<file path="config.mk">
export PLATFORM = sky130hd
export DESIGN_NAME = msrv32_irq_agg
export DESIGN_NICKNAME = d
export VERILOG_FILES = /design/src/rtl/msrv32_irq_pkg.sv /design/src/rtl/msrv32_sync_cell.sv /design/src/rtl/msrv32_irq_agg.sv
export SDC_FILE = /design/constraint.sdc
export NUM_CORES = 1
export LEC_CHECK = 0
export CAP_MARGIN = 25
export CORE_UTILIZATION = 42
export DETAILED_ROUTE_END_ITERATION = 10
export HOLD_SLACK_MARGIN = 0.05
export SYNTH_ARGS = -nofsm -noshare
export SYNTH_HDL_FRONTEND = slang
export SYNTH_SLANG_ARGS = --single-unit
</file>
<file path="constraint.sdc">
create_clock -name ms_riscv32_mp_clk_in -period 1.9 [get_ports ms_riscv32_mp_clk_in]
set_clock_uncertainty 0.1 [all_clocks]
set_input_delay 0.475 -clock ms_riscv32_mp_clk_in [delete_from_list [all_inputs] [get_ports ms_riscv32_mp_clk_in]]
set_output_delay 0.475 -clock ms_riscv32_mp_clk_in [all_outputs]
set_load 0.005 [all_outputs]
</file>
<file path="src/rtl/msrv32_irq_pkg.sv">
// Shared constants and helpers for the msrv32 interrupt aggregator.
package msrv32_irq_pkg;

    // Claim IDs run 0..31 (0 = nothing eligible), so five bits cover up to 31 sources.
    localparam int IRQ_ID_W  = 5;
    localparam int IRQ_REG_W = 3;

    // Register word indices on the register port.
    localparam logic [IRQ_REG_W-1:0] IRQ_REG_ENABLE   = 3'd0;
    localparam logic [IRQ_REG_W-1:0] IRQ_REG_MODE     = 3'd1;
    localparam logic [IRQ_REG_W-1:0] IRQ_REG_PENDING  = 3'd2;
    localparam logic [IRQ_REG_W-1:0] IRQ_REG_CLAIM    = 3'd3;
    localparam logic [IRQ_REG_W-1:0] IRQ_REG_SWI      = 3'd4;
    localparam logic [IRQ_REG_W-1:0] IRQ_REG_MTIME    = 3'd5;
    localparam logic [IRQ_REG_W-1:0] IRQ_REG_MTIMECMP = 3'd6;

    // Lowest set bit wins; returns its index+1, or 0 when the vector is empty.
    function automatic logic [IRQ_ID_W-1:0] irq_find_first(input logic [30:0] vec);
        logic [IRQ_ID_W-1:0] id;
        id = '0;
        for (int i = 30; i >= 0; i--) begin
            if (vec[i]) begin
                id = IRQ_ID_W'(i + 1);
            end
        end
        return id;
    endfunction

endpackage

</file>
<file path="src/rtl/msrv32_sync_cell.sv">
// Single-bit multi-flop synchroniser for an asynchronous interrupt line.
module msrv32_sync_cell #(
    parameter int STAGES = 2
) (
    input  logic clk_i,
    input  logic rst_ni,
    input  logic d_i,
    output logic q_o
);

    logic [STAGES-1:0] chain_q;

    // Shift the raw input through the flop chain.
    // NOTE: sequential state uses <= so every stage samples the pre-edge value of its neighbour.
    always_ff @(posedge clk_i or negedge rst_ni) begin
        if (!rst_ni) begin
            chain_q <= '0;
        end else begin
            chain_q <= {chain_q[STAGES-2:0], d_i};
        end
    end

    assign q_o = chain_q[STAGES-1];

endmodule

</file>
<file path="src/rtl/msrv32_irq_agg.sv">
// Interrupt aggregator: synchronised level/edge sources with enable, pending,
// claim/complete, a software interrupt bit and a machine timer with compare.
module msrv32_irq_agg
    import msrv32_irq_pkg::*;
#(
    parameter int NUM_SRC     = 8,
    parameter int SYNC_STAGES = 2,
    parameter int TIMER_W     = 32
) (
    input  logic               ms_riscv32_mp_clk_in,
    input  logic               ms_riscv32_mp_rst_in,
    input  logic [NUM_SRC-1:0] irq_src_in,
    input  logic               reg_req_in,
    input  logic               reg_wr_in,
    input  logic [2:0]         reg_addr_in,
    input  logic [31:0]        reg_wdata_in,
    output logic [31:0]        reg_rdata_out,
    output logic               reg_ack_out,
    output logic               ms_riscv32_mp_eirq_out,
    output logic               ms_riscv32_mp_tirq_out,
    output logic               ms_riscv32_mp_sirq_out
);

    // Source synchronisers.
    logic [NUM_SRC-1:0] sync_w;

    for (genvar g = 0; g < NUM_SRC; g++) begin : g_sync
        msrv32_sync_cell #(
            .STAGES(SYNC_STAGES)
        ) u_sync (
            .clk_i (ms_riscv32_mp_clk_in),
            .rst_ni(ms_riscv32_mp_rst_in),
            .d_i   (irq_src_in[g]),
            .q_o   (sync_w[g])
        );
    end

    // Architectural state.
    logic [NUM_SRC-1:0] enable_q,    enable_d;
    logic [NUM_SRC-1:0] mode_q,      mode_d;
    logic [NUM_SRC-1:0] edge_pend_q, edge_pend_d;
    logic [NUM_SRC-1:0] in_service_q, in_service_d;
    logic [NUM_SRC-1:0] sync_prev_q;
    logic               swi_q,       swi_d;
    logic [TIMER_W-1:0] mtime_q,     mtime_d;
    logic [TIMER_W-1:0] mtimecmp_q,  mtimecmp_d;

    // Register port and output flops.
    logic [31:0]        rdata_q,     rdata_d;
    logic               ack_q;
    logic               eirq_q;
    logic               tirq_q;
    logic               sirq_q;

    // Derived combinational signals.
    logic [NUM_SRC-1:0] rise;
    logic [NUM_SRC-1:0] pending;
    logic [NUM_SRC-1:0] eligible;
    logic [IRQ_ID_W-1:0] claim_id;
    logic               rd_en;
    logic               wr_en;
    logic               claim_fire;
    logic [NUM_SRC-1:0] claim_set;
    logic [NUM_SRC-1:0] complete_clr;
    logic [NUM_SRC-1:0] w1c_clr;
    logic [31:0]        rd_word;

    assign rise     = sync_w & ~sync_prev_q;
    assign pending  = (mode_q & edge_pend_q) | (~mode_q & sync_w);
    assign eligible = pending & enable_q & ~in_service_q;
    assign claim_id = irq_find_first(31'(eligible));

    assign rd_en      = reg_req_in & ~reg_wr_in;
    assign wr_en      = reg_req_in &  reg_wr_in;
    assign claim_fire = rd_en && (reg_addr_in == IRQ_REG_CLAIM) && (claim_id != '0);

    // Per-source claim set, complete clear and write-1-to-clear masks.
    // NOTE: every signal driven here gets a default first so no path can infer a latch.
    always_comb begin
        claim_set    = '0;
        complete_clr = '0;
        w1c_clr      = '0;
        for (int i = 0; i < NUM_SRC; i++) begin
            claim_set[i]    = claim_fire && (claim_id == IRQ_ID_W'(i + 1));
            complete_clr[i] = wr_en && (reg_addr_in == IRQ_REG_CLAIM)
                              && (reg_wdata_in == 32'(i + 1)) && in_service_q[i];
        end
        if (wr_en && (reg_addr_in == IRQ_REG_PENDING)) begin
            w1c_clr = reg_wdata_in[NUM_SRC-1:0] & mode_q;
        end
    end

    // Read mux; unmapped indices and unused bits read as zero.
    always_comb begin
        rd_word = '0;
        case (reg_addr_in)
            IRQ_REG_ENABLE:   rd_word = 32'(enable_q);
            IRQ_REG_MODE:     rd_word = 32'(mode_q);
            IRQ_REG_PENDING:  rd_word = 32'(pending);
            IRQ_REG_CLAIM:    rd_word = 32'(claim_id);
            IRQ_REG_SWI:      rd_word = {31'b0, swi_q};
            IRQ_REG_MTIME:    rd_word = 32'(mtime_q);
            IRQ_REG_MTIMECMP: rd_word = 32'(mtimecmp_q);
            default:          rd_word = '0;
        endcase
    end

    // Next-state for configuration, pending, in-service, timer and read data.
    always_comb begin
        enable_d     = enable_q;
        mode_d       = mode_q;
        swi_d        = swi_q;
        mtimecmp_d   = mtimecmp_q;
        mtime_d      = mtime_q + TIMER_W'(1);
        rdata_d      = rd_en ? rd_word : '0;

        // A fresh edge in the same cycle as a clear keeps the source pending.
        edge_pend_d  = mode_q & ((edge_pend_q & ~(w1c_clr | claim_set)) | rise);
        in_service_d = (in_service_q & ~complete_clr) | claim_set;

        if (wr_en) begin
            case (reg_addr_in)
                IRQ_REG_ENABLE:   enable_d   = reg_wdata_in[NUM_SRC-1:0];
                IRQ_REG_MODE:     mode_d     = reg_wdata_in[NUM_SRC-1:0];
                IRQ_REG_SWI:      swi_d      = reg_wdata_in[0];
                IRQ_REG_MTIME:    mtime_d    = reg_wdata_in[TIMER_W-1:0];
                IRQ_REG_MTIMECMP: mtimecmp_d = reg_wdata_in[TIMER_W-1:0];
                default:          ;
            endcase
        end
    end

    // State, register-port and output flops.
    always_ff @(posedge ms_riscv32_mp_clk_in or negedge ms_riscv32_mp_rst_in) begin
        if (!ms_riscv32_mp_rst_in) begin
            enable_q     <= '0;
            mode_q       <= '0;
            edge_pend_q  <= '0;
            in_service_q <= '0;
            sync_prev_q  <= '0;
            swi_q        <= 1'b0;
            mtime_q      <= '0;
            mtimecmp_q   <= '1;
            rdata_q      <= '0;
            ack_q        <= 1'b0;
            eirq_q       <= 1'b0;
            tirq_q       <= 1'b0;
            sirq_q       <= 1'b0;
        end else begin
            enable_q     <= enable_d;
            mode_q       <= mode_d;
            edge_pend_q  <= edge_pend_d;
            in_service_q <= in_service_d;
            sync_prev_q  <= sync_w;
            swi_q        <= swi_d;
            mtime_q      <= mtime_d;
            mtimecmp_q   <= mtimecmp_d;
            rdata_q      <= rdata_d;
            ack_q        <= reg_req_in;
            eirq_q       <= |eligible;
            tirq_q       <= (mtime_q >= mtimecmp_q);
            sirq_q       <= swi_q;
        end
    end

    assign reg_rdata_out          = rdata_q;
    assign reg_ack_out            = ack_q;
    assign ms_riscv32_mp_eirq_out = eirq_q;
    assign ms_riscv32_mp_tirq_out = tirq_q;
    assign ms_riscv32_mp_sirq_out = sirq_q;

endmodule

</file>
Yosys cells after proc, flatten, opt, wreduce, memory -nomap -nowiden
Index checks and enable logic that the tools add are counted.
- flip-flop bits (word level): 157
- word-level logic and storage cells: 114
- output and inout bits: 36
- order comparisons: 1
- add/subtract/negate cells: 1
- equal/unequal tests: 22
- muxes and demuxes: 13
- reductions and logical operators: 35
- bitwise gates (word level): 21
- operator list (cell ; number):
    case mux 32 bit (7 select lines) ; 1
    equality test 32 x 3 -> 1 bit (second input constant) ; 4
    2-to-1 mux 32 bit ; 3
    AND 8 bit ; 9
    equality test 32 x 2 -> 1 bit (second input constant) ; 2
    NOT 8 bit ; 5
    adder 32 x 1 -> 32 bit (second input constant) ; 1
    equality test 32 x 1 -> 1 bit (second input constant) ; 1
    equality test 32 x 4 -> 1 bit (second input constant) ; 1
    greater-or-equal comparator 32 bit ; 1
    bitwise OR 8 bit ; 4
    2-to-1 mux 5 bit ; 6
    logical AND 1 bit ; 28
    equality test 5 x 3 -> 1 bit (second input constant) ; 4
    equality test 5 x 2 -> 1 bit (second input constant) ; 2
    equality test 3 bit (second input constant) ; 3
    2-to-1 mux 4 bit ; 2
    2-to-1 mux 8 bit ; 1
    AND reduction 2 bit ; 4
    OR reduction 8 bit ; 1
    equality test 3 x 2 -> 1 bit (second input constant) ; 2
    equality test 5 x 1 -> 1 bit (second input constant) ; 1
    equality test 5 x 4 -> 1 bit (second input constant) ; 1
    nonzero test 5 bit ; 1
    other kinds (4) ; 5

Logic depth before layout (Yosys ltp)
- word-level depth: 21
- mapped depth: 7
- depth with buffers taken out: 7

Hierarchy
Synthesis repeated with hierarchy kept, for this count alone.
- cell total of the unflattened synthesis: 756
- area total of the unflattened synthesis: 7639.8 um2
- by module, submodules not included (module ; seq. area each (um2) ; area an instance (um2) ; cells an instance ; times used):
    msrv32_irq_agg ; 3568.4 ; 7239.4 ; 740 ; 1
    msrv32_sync_cell ; 50.0 ; 50.0 ; 2 ; 8

Worst setup path before layout
Ideal clock, no wire load.
- path type: input port to flip-flop
- start point: input reg_wdata_in[29]
- end point: register in_service_q[0]
- required time: 1678 ps
- cell stages on the path: 5
- arrival: 1986 ps
- path buffers: 1
- setup slack: -308 ps
- library setup time: 122 ps
- cells stage by stage: or4_1 or3_1 clkbuf_1 or3b_1 a32o_1
- longest elaborated chain between the ends: 6
- RTL lines (item ; RTL line ; text):
    from (decl) ; msrv32_irq_agg.sv:16 ; input logic [31:0] reg_wdata_in,
    equality test 32 x 1 -> 1 bit ; msrv32_irq_agg.sv:86 ; && (reg_wdata_in == 32'(i + 1)) && in_service_q[i];
    logical AND 1 bit (2 in a row) ; msrv32_irq_agg.sv:86 ;
    NOT 8 bit ; msrv32_irq_agg.sv:119 ; in_service_d = (in_service_q & ~complete_clr) | claim_set;
    AND 8 bit ; msrv32_irq_agg.sv:119 ;
    bitwise OR 8 bit ; msrv32_irq_agg.sv:119 ;
    net in_service_d[0] ; msrv32_irq_agg.sv:42 ; logic [NUM_SRC-1:0] in_service_q, in_service_d;
    to (signal assigned) ; msrv32_irq_agg.sv:153 ; in_service_q <= in_service_d;
    to (decl) ; msrv32_irq_agg.sv:42 ;
The timed path passes the listed nets, and every way through them passes these cells.
A chain may end at the register's enable or synchronous reset.

Final worst setup path
- start point: register mtimecmp_q[22]
- end point: register tirq_q, in the netlist ms_riscv32_mp_tirq_out
- longest elaborated chain between the ends: 1
- RTL lines (item ; RTL line ; text):
    from (decl) ; msrv32_irq_agg.sv:46 ; logic [TIMER_W-1:0] mtimecmp_q, mtimecmp_d;
    from (signal assigned) ; msrv32_irq_agg.sv:157 ; mtimecmp_q <= mtimecmp_d;
    greater-or-equal comparator 32 bit ; msrv32_irq_agg.sv:161 ; tirq_q <= (mtime_q >= mtimecmp_q);
    to (signal assigned) ; msrv32_irq_agg.sv:161 ;
    to (decl) ; msrv32_irq_agg.sv:52 ; logic tirq_q;
Every way passes these cells.

==> results.sh <==
export IMPL_outcome="finished with violations"
export IMPL_failed_checks="design-rule violations, negative setup slack"
export IMPL_synth_top_area_cell="dfrtp_1"
export IMPL_crit_required_ps=2110
export IMPL_dp_hpwl_mm=18.2
export IMPL_netlist_top_cells_area="dfrtp_1 (40%), dfstp_2 (11%), ha_1 (5.3%), nor2_1 (4.0%), a21oi_1 (3.4%)"
export IMPL_ys_async_sr_fraction=1.00
export IMPL_initial_core_util=0.433
export IMPL_min_path_type="primary input to flip-flop"
export IMPL_path_buf_inv=1
export IMPL_final_max_slew_viol_count=0
export IMPL_first_pass_iters=9
export IMPL_tritoncts="built"
export IMPL_dp_cells=1232
export IMPL_antenna_found_initial=0
export IMPL_arrival_ps=2380
export IMPL_cts_sinks=157
export IMPL_num_fill_cells=1478
export IMPL_grt_pass1_wl_mm=38.5
export IMPL_via_per_inst=5.52
export IMPL_drc_errors=5
export IMPL_synth_avg_cell_area_sq_um=10.1
export IMPL_synth_cell_types=66
export IMPL_drive_above_1_share=0.376
export IMPL_fin_crit_sh=1.14
export IMPL_slowest_stage="dfstp_2"
export IMPL_wirelength_mm=24.6
export IMPL_portBuffers=82
export IMPL_worst_slew_pin_slew_ps=409
export IMPL_io_pins=83
export IMPL_drt_wirelength_per_cell_um=19.2
export IMPL_ys_seq_elements=157
export IMPL_cts_buffer_depth=2
export IMPL_rows=49
export IMPL_fp_dieW_um=139
export IMPL_total_power_w=0.0129
export IMPL_dieArea_sq_mm=0.0193
export IMPL_grt_use_total=0.264
export IMPL_clk_latency_ps=430
export IMPL_pre_cts_slack_ps=-883
export IMPL_ant_nets=0
export IMPL_vias=7054
export IMPL_final_cell_mix="buf_4 (176), dfrtp_1 (124), nor2_1 (80), nand2_1 (66), clkdlybuf4s50_1 (49)"
export IMPL_cts_root_buf="clkbuf_16"
export IMPL_cap_violations=0
export IMPL_worstSetupEndpointType="flip-flop"
export IMPL_finalCriticalPeriod_ps=2170
export IMPL_stdcell_count=1279
export IMPL_htree_levels=4
export IMPL_fin_nets=1117
export IMPL_criticalPathCategory="flip-flop to flip-flop"
export IMPL_ir_drop_v=0.000725
export IMPL_grt_use_met3=0.0394
export IMPL_clk_pin_slew_ps=60
export IMPL_gp_congestion=0.898
export IMPL_grt_util_met1=0.377
export IMPL_p_per_area_mw_per_mm2=1120
export IMPL_cp_start_kind="flip-flop"
export IMPL_worstPathMaxFanout=2
export IMPL_grt_pass1_vias=7102
export IMPL_area_growth_pct=46.5
export IMPL_hold_viol=0
export IMPL_netlist_area_sq_mm=0.00785
export IMPL_rsz0062_at_grt="yes"
export IMPL_synth_cells=774
export IMPL_synthDominantCellAreaShare=0.398
export IMPL_grt_most_used_layer="met2"
export IMPL_finalSetupViolCount=17
export IMPL_setup_ws_ps=-271
export IMPL_synthesis_nets=854
export IMPL_cellLeakagePower_nw=5.04
export IMPL_r2r_start="mtimecmp_q[22]$_DFFE_PN1P_"
export IMPL_core_area_sq_mm=0.0181
export IMPL_ys_warn_count=0
export IMPL_final_common_cell="buf_4"
export IMPL_crit_chain="inv_2, ha_4, nand4_1, nor2_2, a2111oi_4, o2111ai_2, a221o_1"
export IMPL_grt_overflow=0
export IMPL_numCtsBuffers=17
export IMPL_hold_slack_ps=150
export IMPL_hp_start="reg_wdata_in[19]"
export IMPL_grt_start_max_net_pins=43
export IMPL_synth_edf_count=0
export IMPL_die_y_um=139
export IMPL_n_antenna_cell=0
export IMPL_cpPeakStageDelay_ps=550
export IMPL_slew_headroom=0.726
export IMPL_synthFlopType="dfrtp_1"
export IMPL_crit_family="compound AO/OA/AOI/OAI gates"
export IMPL_met2_usage=0.410
export IMPL_yosysSeqAreaShare=0.505
export IMPL_drtIter0Drc=559
export IMPL_max_freq_mhz=461
export IMPL_crit_start="mtimecmp_q[22]$_DFFE_PN1P_"
## area by class of cell
type                            count  area, sq um  share of cell area
Inverter                           46          176              0.0153
Timing Repair Buffer              279         2410               0.210
Multi-Input combinational cell    536         4050               0.352
Sequential cell                   157         3970               0.345
Clock inverter                     12          161              0.0140
Tap cell                          229          287              0.0249
Clock buffer                       20          447              0.0388
## per-layer routing
metal,vias to the layer above,share of wire
met4,0,0.020
met5,-,0
li1,3262,-
met2,242,0.46
met1,3507,0.47
met3,43,0.054
## final timing paths
check | endpoint | slack [ps] | depth (start not counted)
setup / recovery | ms_riscv32_mp_tirq_out$_DFF_PN0_ | -270 | 7
hold / removal | mtimecmp_q[19]$_DFFE_PN1P_ | 150 | 3
setup reg to reg | ms_riscv32_mp_tirq_out$_DFF_PN0_ | -270 | 7
hold reg to reg | g_sync[5].u_sync.chain_q[1]$_DFF_PN0_ | 250 | 0
max in group asynchronous | mtimecmp_q[23]$_DFFE_PN1P_ | 700 | 3
min in group asynchronous | g_sync[2].u_sync.chain_q[1]$_DFF_PN0_ | 390 | 2
## flip-flops by register name, indices dropped and copies added (netlist names)
register                cells
g_sync.u_sync.chain_q      16
sync_prev_q                 8
swi_q                       1
reg_rdata_out              32
edge_pend_q                 8
mtime_q                    32
mtimecmp_q                 32
ms_riscv32_mp_sirq_out      1
in_service_q                8
enable_q                    8
reg_ack_out                 1
mode_q                      8
ms_riscv32_mp_eirq_out      1
ms_riscv32_mp_tirq_out      1
## worst register-to-register path, cell delays in order, from the launching register on
cell       delay [ps]
dfstp_2           550
inv_2              60
ha_4              250
nand4_1           140
nor2_2             70
a2111oi_4         350
o2111ai_2         190
a221o_1           350
## cells in the mapped netlist (all sizes together), types with 2 or more instances
cell and number:
mux2i 5, nor4 19, and3b 3, o21a 3, nor3b 3, nand3 22
a22oi 28, o2bb2ai 3, and2 5, xor2 8, o21bai 3, nor2b 10
a31oi 3, a41o 2, or3b 3, or4 3, and3 7, inv 46
xnor2 22, buf 7, o41ai 3, a21o 2, o21ai 44, ha 33
a22o 3, o22ai 3, nor3 13, clkbuf 28, nor2 84, a32oi 4
o211ai 2, o221ai 3, a21oi 54, nand2b 13, dfrtp 125, dfstp 32
a221o 2, a211oi 2, nand4 10, nand2 67, mux2 25, a221oi 4
or2 2
## logic make-up (layout without fill, tap and decap cells)
group,count (synthesis),count (layout),share of synthesized area
compound gates,176,176,0.142
xor+xnor,30,30,0.0335
fa+ha+maj,33,33,0.0526
buf+inv,81,357,0.0424
flops,157,157,0.505
mux,30,30,0.0422
simple gates,267,267,0.182
## per-stage QoR
step	utilization	TNS, ps	instance area (sq um)
after floorplan	-	-1440	8000
after global placement	0.576	-73350	10500
after detailed placement	0.576	-71160	10500
after CTS	0.621	-2000	11300
after global routing	0.634	-2350	11500
final	0.634	-1260	11500
## where the power goes
part / leakage (nW) / total (W) / switching [W] / internal (W)
Combinational: 2.88 / 0.00473 / 0.00234 / 0.00239
Sequential: 1.87 / 0.00461 / 0.000518 / 0.00409
Clock: 0.293 / 0.00356 / 0.00144 / 0.00212
Total: 5.04 / 0.0129 / 0.00429 / 0.00860
## timing repair
action / in CTS / in global routing
hold buffers: 1 / 0
resized for setup: 132 / 52
pin swaps: 47 / 32
endpoints found under the hold margin: 21 / 0
setup endpoints to repair: 93 / 48
buffers inserted: 4 / 10
No activity file was read; power rests on OpenSTA's default activity.
